### config.mk
export PLATFORM = sky130hd
export DESIGN_NAME = fir_out_decim
export DESIGN_NICKNAME = d
export VERILOG_FILES = /design/src/rtl/fir_out_decim.sv
export SDC_FILE = /design/constraint.sdc
export NUM_CORES = 1
export LEC_CHECK = 0
export CAP_MARGIN = 20
export CORE_MARGIN = 2
export CORE_UTILIZATION = 53
export DETAILED_ROUTE_END_ITERATION = 8
export GPL_TIMING_DRIVEN = 0
export MAX_ROUTING_LAYER = met4
export PLACE_DENSITY_LB_ADDON = 0.3
export SYNTH_ARGS = -nofsm -noshare
export SYNTH_HDL_FRONTEND = slang
export SYNTH_SLANG_ARGS = --single-unit
### constraint.sdc
create_clock -name clk -period 3.3 [get_ports clk]
set_input_delay 0.66 -clock clk [delete_from_list [all_inputs] [get_ports clk]]
set_output_delay 0.66 -clock clk [all_outputs]
set_load 0.01 [all_outputs]
### src/rtl/fir_out_decim.sv
// fir_out_decim: keeps one FIR output sample in DECIM, rounds half-up, saturates to
// OUT_W bits and buffers the result in a first-word-fall-through ready/valid FIFO.
module fir_out_decim #(
    parameter int IN_W       = 29,
    parameter int OUT_W      = 12,
    parameter int SHIFT      = 15,
    parameter int DECIM      = 4,
    parameter int FIFO_DEPTH = 4
) (
    input  logic             clk,
    input  logic             rst,
    input  logic             din_valid,
    input  logic [IN_W-1:0]  din,
    input  logic             clr,
    output logic [OUT_W-1:0] dout,
    output logic             dout_valid,
    input  logic             dout_ready,
    output logic             ovf,
    output logic [15:0]      sat_cnt
);
    localparam int PH_W = (DECIM > 1) ? $clog2(DECIM) : 1;
    localparam int AW   = $clog2(FIFO_DEPTH);
    localparam logic signed [IN_W:0] HALF = (IN_W+1)'(1) <<< (SHIFT-1);
    localparam logic signed [IN_W:0] MAXV = {{(IN_W+2-OUT_W){1'b0}}, {(OUT_W-1){1'b1}}};
    localparam logic signed [IN_W:0] MINV = {{(IN_W+2-OUT_W){1'b1}}, {(OUT_W-1){1'b0}}};

    // Decimation phase only moves on valid input, so gaps in the stream are transparent.
    logic [PH_W-1:0] ph;
    logic            keep;

    assign keep = din_valid && (ph == '0);

    always_ff @(posedge clk) begin
        if (rst)
            ph <= '0;
        else if (din_valid)
            ph <= (ph == PH_W'(DECIM-1)) ? '0 : ph + PH_W'(1);
    end

    // One guard bit keeps the rounding add from wrapping.
    logic signed [IN_W:0] s, r;
    logic                 sat_hi, sat_lo;
    logic [OUT_W-1:0]     sat_val;

    always_comb begin
        s       = $signed({din[IN_W-1], din}) + HALF;
        r       = s >>> SHIFT;
        sat_hi  = r > MAXV;
        sat_lo  = r < MINV;
        sat_val = r[OUT_W-1:0];
        if (sat_hi)
            sat_val = MAXV[OUT_W-1:0];
        else if (sat_lo)
            sat_val = MINV[OUT_W-1:0];
    end

    logic [OUT_W-1:0] q;
    logic             q_vld;

    always_ff @(posedge clk) begin
        if (rst) begin
            q     <= '0;
            q_vld <= 1'b0;
        end else begin
            q_vld <= keep;
            if (keep)
                q <= sat_val;
        end
    end

    // Counted at capture time, so samples later lost to overflow are still counted.
    always_ff @(posedge clk) begin
        if (rst || clr)
            sat_cnt <= '0;
        else if (keep && (sat_hi || sat_lo) && (sat_cnt != 16'hFFFF))
            sat_cnt <= sat_cnt + 16'd1;
    end

    logic [OUT_W-1:0] mem [FIFO_DEPTH];
    logic [AW-1:0]    wr_ptr, rd_ptr;
    logic [AW:0]      count;
    logic             full, pop, push, drop;

    assign full       = (count == (AW+1)'(FIFO_DEPTH));
    assign dout_valid = (count != '0);
    assign pop        = dout_valid && dout_ready;
    // A pop frees the head slot in the same cycle, so a full FIFO can still accept.
    assign push       = q_vld && (!full || pop);
    assign drop       = q_vld && full && !pop;
    assign dout       = dout_valid ? mem[rd_ptr] : '0;

    always_ff @(posedge clk) begin
        if (push)
            mem[wr_ptr] <= q;
    end

    always_ff @(posedge clk) begin
        if (rst) begin
            wr_ptr <= '0;
            rd_ptr <= '0;
            count  <= '0;
        end else begin
            if (push)
                wr_ptr <= wr_ptr + AW'(1);
            if (pop)
                rd_ptr <= rd_ptr + AW'(1);
            case ({push, pop})
                2'b10:   count <= count + (AW+1)'(1);
                2'b01:   count <= count - (AW+1)'(1);
                default: ;
            endcase
        end
    end

    always_ff @(posedge clk) begin
        if (rst || clr)
            ovf <= 1'b0;
        else if (drop)
            ovf <= 1'b1;
    end

endmodule

==> reports/metrics.csv, run 1 <==
stage,metric,value,unit
sta,final setup vio count,0,
floorplan,I/O pin count,64,
clock_network,Setup Buffers After CTS,0,
detailed_routing,highest routed layer,met4,
detailed_routing,DRT Pass-1 Iters,5,
clock_network,Skew-Pair Late Insertion Delay,350,ps
layout,"commonest cells after routing, fill and taps aside","48 x clkdlybuf4s50_1, 48 x edfxtp_1, 41 x dfxtp_1, 27 x a21oi_1, 26 x nor2_1",
detailed_routing,total wire length,7780,um
floorplan,Die X,90.9,um
synth,Avg Inst Size Synth,11.4,um^2
power_and_ir_drop,Switch Pwr,763,uW
detailed_routing,Iter 0 DRT Violations,135,
global_route,antenna violations before repair,0,
global_route,global-route wire length before repair,13000,um
clock_network,clock sink count,89,
critical_path,Crit. End Element,output pin,
sta,Tmin final,3100,ps
detailed_routing,met3 WL,301,um
power_and_ir_drop,maximum VDD drop,0.304,mV
clock_network,Max Root-Sink Buffers,2,
global_route,largest net degree at the start of global routing,19,
detailed_routing,vias per cell,5.57,
floorplan,std cell rows,31,
layout,layout net count,453,
sta,clk_skew,9.51,ps
synth,Yosys reg bits,89,
sta,TNS Setup,0,ps
clock_network,Post-CTS Hold Fix Bufs,0,
place,pre-CTS setup slack,80.1,ps
layout,share of layout cells above drive strength 1,8.70,%
detailed_routing,drt drc,0,
place,hpwl dp,5380,um
place,I/O Buffers,48,
detailed_routing,Routed Antenna Nets,0,
critical_path,WP data required,2640,ps
synth,Mapped Nets,394,
synth,cells taking the most area after synthesis,"edfxtp_1 36%, dfxtp_1 20%, mux4_2 6.7%",
sta,Least-Margin Pin Slew,698,ps
clock_network,clk root buf,clkbuf_8,
critical_path,crit path launch type,flip-flop,
clock_network,register clock-pin slew on the reported worst setup and hold paths,100,ps
synth,Yosys top cell area share,36.0,%
clock_network,CTS tree,yes,
detailed_routing,via count,2857,
critical_path,CP max FO,10,
floorplan,area of the die,8270,um^2
synth,"Seq/Total Area, Yosys",56.5,%
synth,"EDFF count, synth",48,
synth,count of cell types in the netlist,41,
sta,"Hold Vio Cnt, Final",0,
clock_network,H-tree levels,3,
sta,post-route clock period utilization,94.1,%
critical_path,Worst Path Arrival,2440,ps
place,Final Wtd Congestion,0.867,
power_and_ir_drop,clock group share of total power,27.1,%
clock_network,Post-CTS Resized,2,
status,outcome,"complete, no violations",
global_route,number of global-route vias before repair,2662,
power_and_ir_drop,Power per Cell Area,549,nW/um^2
detailed_routing,WL met2,3790,um
floorplan,Initial Utilization,54.9,%
detailed_routing,wl on met1,3620,um
sta,RSZ-0062 raised after global routing,false,
power_and_ir_drop,sw frac,28.9,%
hold_path,worst min path class,reg -> reg,
critical_path,kind of critical path,reg -> out,
floorplan,DIE HEIGHT,90.9,um
power_and_ir_drop,sequential share of power,48.9,%
layout,fillcell total,616,
synth,post-synthesis async set-or-reset flop share,0,%
synth,number of synthesis warnings,0,
synth,Cells after Synth,350,
power_and_ir_drop,Comb pwr share,24.0,%
global_route,gr usage total,20.3,%
layout,final core occ,65.9,%
clock_network,TritonCTS buffer count,9,
sta,setup ws final,196,ps
sta,fin. max-slew vios,0,
layout,Syn-to-layout area delta,20.0,%
sta,Max Fclk,322,MHz
sta,WHS,501,ps
layout,Antenna diodes,0,
sta,Worst slew margin,53.1,%
floorplan,core footprint,7290,um^2
synth,top_reg_cell synth,edfxtp_1,
detailed_routing,WL/cell,15.2,um
global_route,grt ovf,0,
synth,Post-Syn Area,4010,um^2
power_and_ir_drop,Int Power,1.88,mW
flow_run,Max Cap Viol,0,
synth,Yosys top cell by area,edfxtp_1,
power_and_ir_drop,static leakage,1.58,nW
## state kept, by name (all words and copies together), names as in the netlist, named ones only
| signal | flops |
|---|---|
| ph | 2 |
| count | 3 |
| q | 12 |
| mem | 48 |
| rd_ptr | 2 |
| sat_cnt | 16 |
| q_vld | 1 |
| ovf | 1 |
| wr_ptr | 2 |
## per-stage QoR
step / std cells / instance area [um^2] / total power [mW]
after floorplan: 350 / 4010 / 1.68
after global placement: 497 / 4610 / 1.93
after detailed placement: 497 / 4610 / 1.95
after CTS: 513 / 4810 / 2.67
after global routing: 513 / 4810 / 2.77
final: 513 / 4810 / 2.64
## per-layer routing
metal  vias to the layer above  track usage (%)
met5                         -                -
li1                       1410                -
met4                         0             7.07
met1                      1377             26.8
met2                        66             32.2
met3                         4             3.49
## kinds of logic after synthesis
family	share of synthesized area (%)
AO/OA/AOI/OAI	7.37
XOR/XNOR	3.28
adder cells (fa/ha/maj)	3.31
buffers and inverters	2.75
flip-flops	56.5
multiplexers	8.25
AND/OR/NAND/NOR	18.6
## critical path: stages (launching register included)
cell and delay (ps):
dfxtp_1 410, clkdlybuf4s15_2 480, mux4_2 570, and2_1 170, clkdlybuf4s50_1 470
## cell usage after synthesis (10+ instances only)
cell type / number
a21oi_1: 27
and2_1: 19
clkbuf_1: 16
dfxtp_1: 41
edfxtp_1: 48
mux4_2: 12
nand2_1: 21
nand3_1: 13
nor2_1: 26
nor3_1: 15
o21ai_0: 11
or3_1: 18
xnor2_1: 10
## area by class of cell
type | instances | area (um^2) | share of cell area (%)
Sequential cell | 89 | 2260 | 47.1
Inverter | 9 | 33.8 | 0.703
Tap cell | 99 | 124 | 2.58
Clock inverter | 7 | 66.3 | 1.38
Buffer | 19 | 83.8 | 1.74
Multi-Input combinational cell | 233 | 1630 | 34.0
Clock buffer | 9 | 124 | 2.58
Timing Repair Buffer | 48 | 480 | 9.99
## power groups by stage
stage	Clock, mW	Sequential [mW]	Combinational [mW]
after global routing	0.773	1.30	0.699
after floorplan	0	1.30	0.387
after CTS	0.733	1.29	0.644
final	0.714	1.29	0.634
after detailed placement	0	1.31	0.634
after global placement	0	1.31	0.619
## worst paths after layout
path,startpoint,end,slack (ps),depth (start not counted)
setup / recovery,flip-flop,dout[1],200,4
setup reg to reg,count[0],count[2],820,10
hold / removal,q[6],mem[1][6],500,0
hold reg to reg,q[6],mem[1][6],500,0
(Power assumes the default switching activity.)
==> run 2, diff against run 1 <==
- PLACE_DENSITY: not set -> 0.79
- PLACE_DENSITY_LB_ADDON: 0.3 -> not set
==> reports/metrics.csv, run 2 (synthesis gave the netlist of run 1 again) <==
stage,metric,value,unit
critical_path,CP max FO,10,
sta,post-route clock period utilization,94.9,%
layout,Antenna diodes,0,
place,Final Wtd Congestion,0.848,
sta,WHS,489,ps
critical_path,Crit. End Element,output pin,
place,dpl cells,497,
hold_path,hold_sp,q_vld,
critical_path,"slowest stage delay, CP",560,ps
hold_path,worst min path class,reg -> reg,
layout,layout net count,453,
clock_network,clk root buf,clkbuf_8,
power_and_ir_drop,sequential share of power,47.9,%
detailed_routing,total wire length,7680,um
critical_path,kind of critical path,reg -> out,
layout,Syn-to-layout area delta,20.4,%
critical_path,worst path bufs/invs,2,
critical_path,worst path cell trace,clkdlybuf4s15_2 > mux4_2 > and2_1 > clkdlybuf4s50_1,
power_and_ir_drop,Total Power,2.69,mW
detailed_routing,via count,2859,
clock_network,H-tree levels,3,
floorplan,area of the die,8270,um^2
critical_path,Top delay family on crit path,buffers and inverters,
clock_network,clock sink count,89,
detailed_routing,Routed Antenna Nets,0,
critical_path,slowest CP cell,mux4_2,
power_and_ir_drop,sw frac,27.9,%
clock_network,register clock-pin slew on the reported worst setup and hold paths,100,ps
global_route,met2 usage,31.8,%
critical_path,"reg-to-reg slack, setup",820,ps
floorplan,core footprint,7290,um^2
sta,TNS Setup,0,ps
global_route,largest net degree at the start of global routing,18,
floorplan,I/O pin count,64,
layout,Reg with most FFs,mem,
power_and_ir_drop,Power per Cell Area,559,nW/um^2
sta,clk_skew,17.4,ps
detailed_routing,vias per cell,5.57,
power_and_ir_drop,Switch Pwr,752,uW
sta,Least-Margin Pin Slew,777,ps
global_route,global-route wire length before repair,12900,um
global_route,grt ovf,0,
power_and_ir_drop,Comb pwr share,23.5,%
clock_network,CTS tree,yes,
sta,Tmin final,3130,ps
power_and_ir_drop,clock group share of total power,28.6,%
flow_run,Max Cap Viol,0,
critical_path,Worst Path Arrival,2470,ps
layout,"commonest cells after routing, fill and taps aside","48 x clkdlybuf4s50_1, 48 x edfxtp_1, 41 x dfxtp_1, 27 x a21oi_1, 26 x nor2_1",
sta,RSZ-0062 raised after global routing,false,
floorplan,Initial Utilization,54.9,%
power_and_ir_drop,static leakage,1.59,nW
place,I/O Buffers,48,
clock_network,Setup Buffers After CTS,0,
layout,share of layout cells above drive strength 1,8.70,%
floorplan,Die X,90.9,um
layout,fin cells,513,
power_and_ir_drop,Int Power,1.94,mW
sta,Max Fclk,319,MHz
place,hpwl dp,5400,um
layout,max reg flops,48,
global_route,Most Crowded Layer GR,met2,
critical_path,WP data required,2640,ps
global_route,gr usage total,20.2,%
floorplan,DIE HEIGHT,90.9,um
clock_network,Skew-Pair Late Insertion Delay,360,ps
power_and_ir_drop,maximum VDD drop,0.292,mV
detailed_routing,Iter 0 DRT Violations,162,
clock_network,Max Root-Sink Buffers,2,
sta,final setup vio count,0,
detailed_routing,drt drc,0,
global_route,GR met3 Demand/Resource,4.48,%
critical_path,RR Startpoint,sat_cnt[6],
global_route,antenna violations before repair,0,
critical_path,crit path launch type,flip-flop,
status,outcome,"complete, no violations",
global_route,met1 Use GR,26.1,%
sta,fin. max-slew vios,0,
detailed_routing,DRT Pass-1 Iters,4,
detailed_routing,WL/cell,15.0,um
sta,Worst slew margin,47.8,%
hold_path,Worst Hold End,ovf,
clock_network,TritonCTS buffer count,9,
hold_path,hold path depth,2,
floorplan,std cell rows,31,
sta,"Hold Vio Cnt, Final",0,
layout,Regs by FF count,"mem: 48 flops, sat_cnt: 16 flops, q: 12 flops",
critical_path,Reg2Reg Depth,7,
critical_path,FF-to-FF End,sat_cnt[4],
global_route,number of global-route vias before repair,2748,
[run 2: metal layers]
| metal | vias to the layer above | part of all wire, % |
|---|---|---|
| met1 | 1372 | 46 |
| met4 | 0 | 1.3 |
| li1 | 1404 | - |
| met3 | 10 | 4.1 |
| met2 | 73 | 49 |
| met5 | - | 0 |
[run 2: worst max path at each step]
stage / startpoint / end / slack, ps / cells after the start
after detailed placement: din[14] / sat_cnt[3] / 120 / 10
after floorplan: din[14] / sat_cnt[3] / 780 / 8
final: flip-flop / dout[10] / 170 / 4
after CTS: flip-flop / dout[10] / 130 / 4
after global placement: din[14] / sat_cnt[3] / 150 / 10
after global routing: flip-flop / dout[10] / 30 / 4
[run 2: timing repair]
action / 4_1_cts / 5_1_grt
gates resized for setup: 2 / 0
endpoints found under the setup margin: 10 / 0
hold buffers: 0 / 0
[run 2: through the flow]
step	instance area (um^2)	worst slack (ps)	util, %
after floorplan	4010	783	-
after global placement	4610	152	63.2
after detailed placement	4610	116	63.2
after CTS	4820	128	66.1
after global routing	4820	30.7	66.1
final	4820	168	66.1
[run 2: area by class of cell]
class	instances	area, um^2
inverter	9	33.8
tap	99	124
sequential	89	2260
fill	571	2470
timing repair buffer	48	480
buffer	19	83.8
clock inverter	7	81.3
multi-input combinational	233	1630
clock buffer	9	124
[run 2: tightest hold or removal path, stage by stage, from the launching register on]
cell	delay, ps
dfxtp_1	330
a21oi_1	60
nor2_1	70
[run 2: power by group through the flow]
stage | logic (mW) | registers, mW | clock network (mW)
6_report | 0.633 | 1.29 | 0.771
5_1_grt | 0.696 | 1.30 | 0.827
4_1_cts | 0.640 | 1.29 | 0.778
3_5_place_dp | 0.634 | 1.32 | 0
3_3_place_gp | 0.619 | 1.31 | 0
2_1_floorplan | 0.387 | 1.30 | 0
==> run 3, diff against run 2 <==
- SLEW_MARGIN: not set -> 20
==> results of run 3 <==
The final DEF is identical to that of run 2; final timing and power are the same.
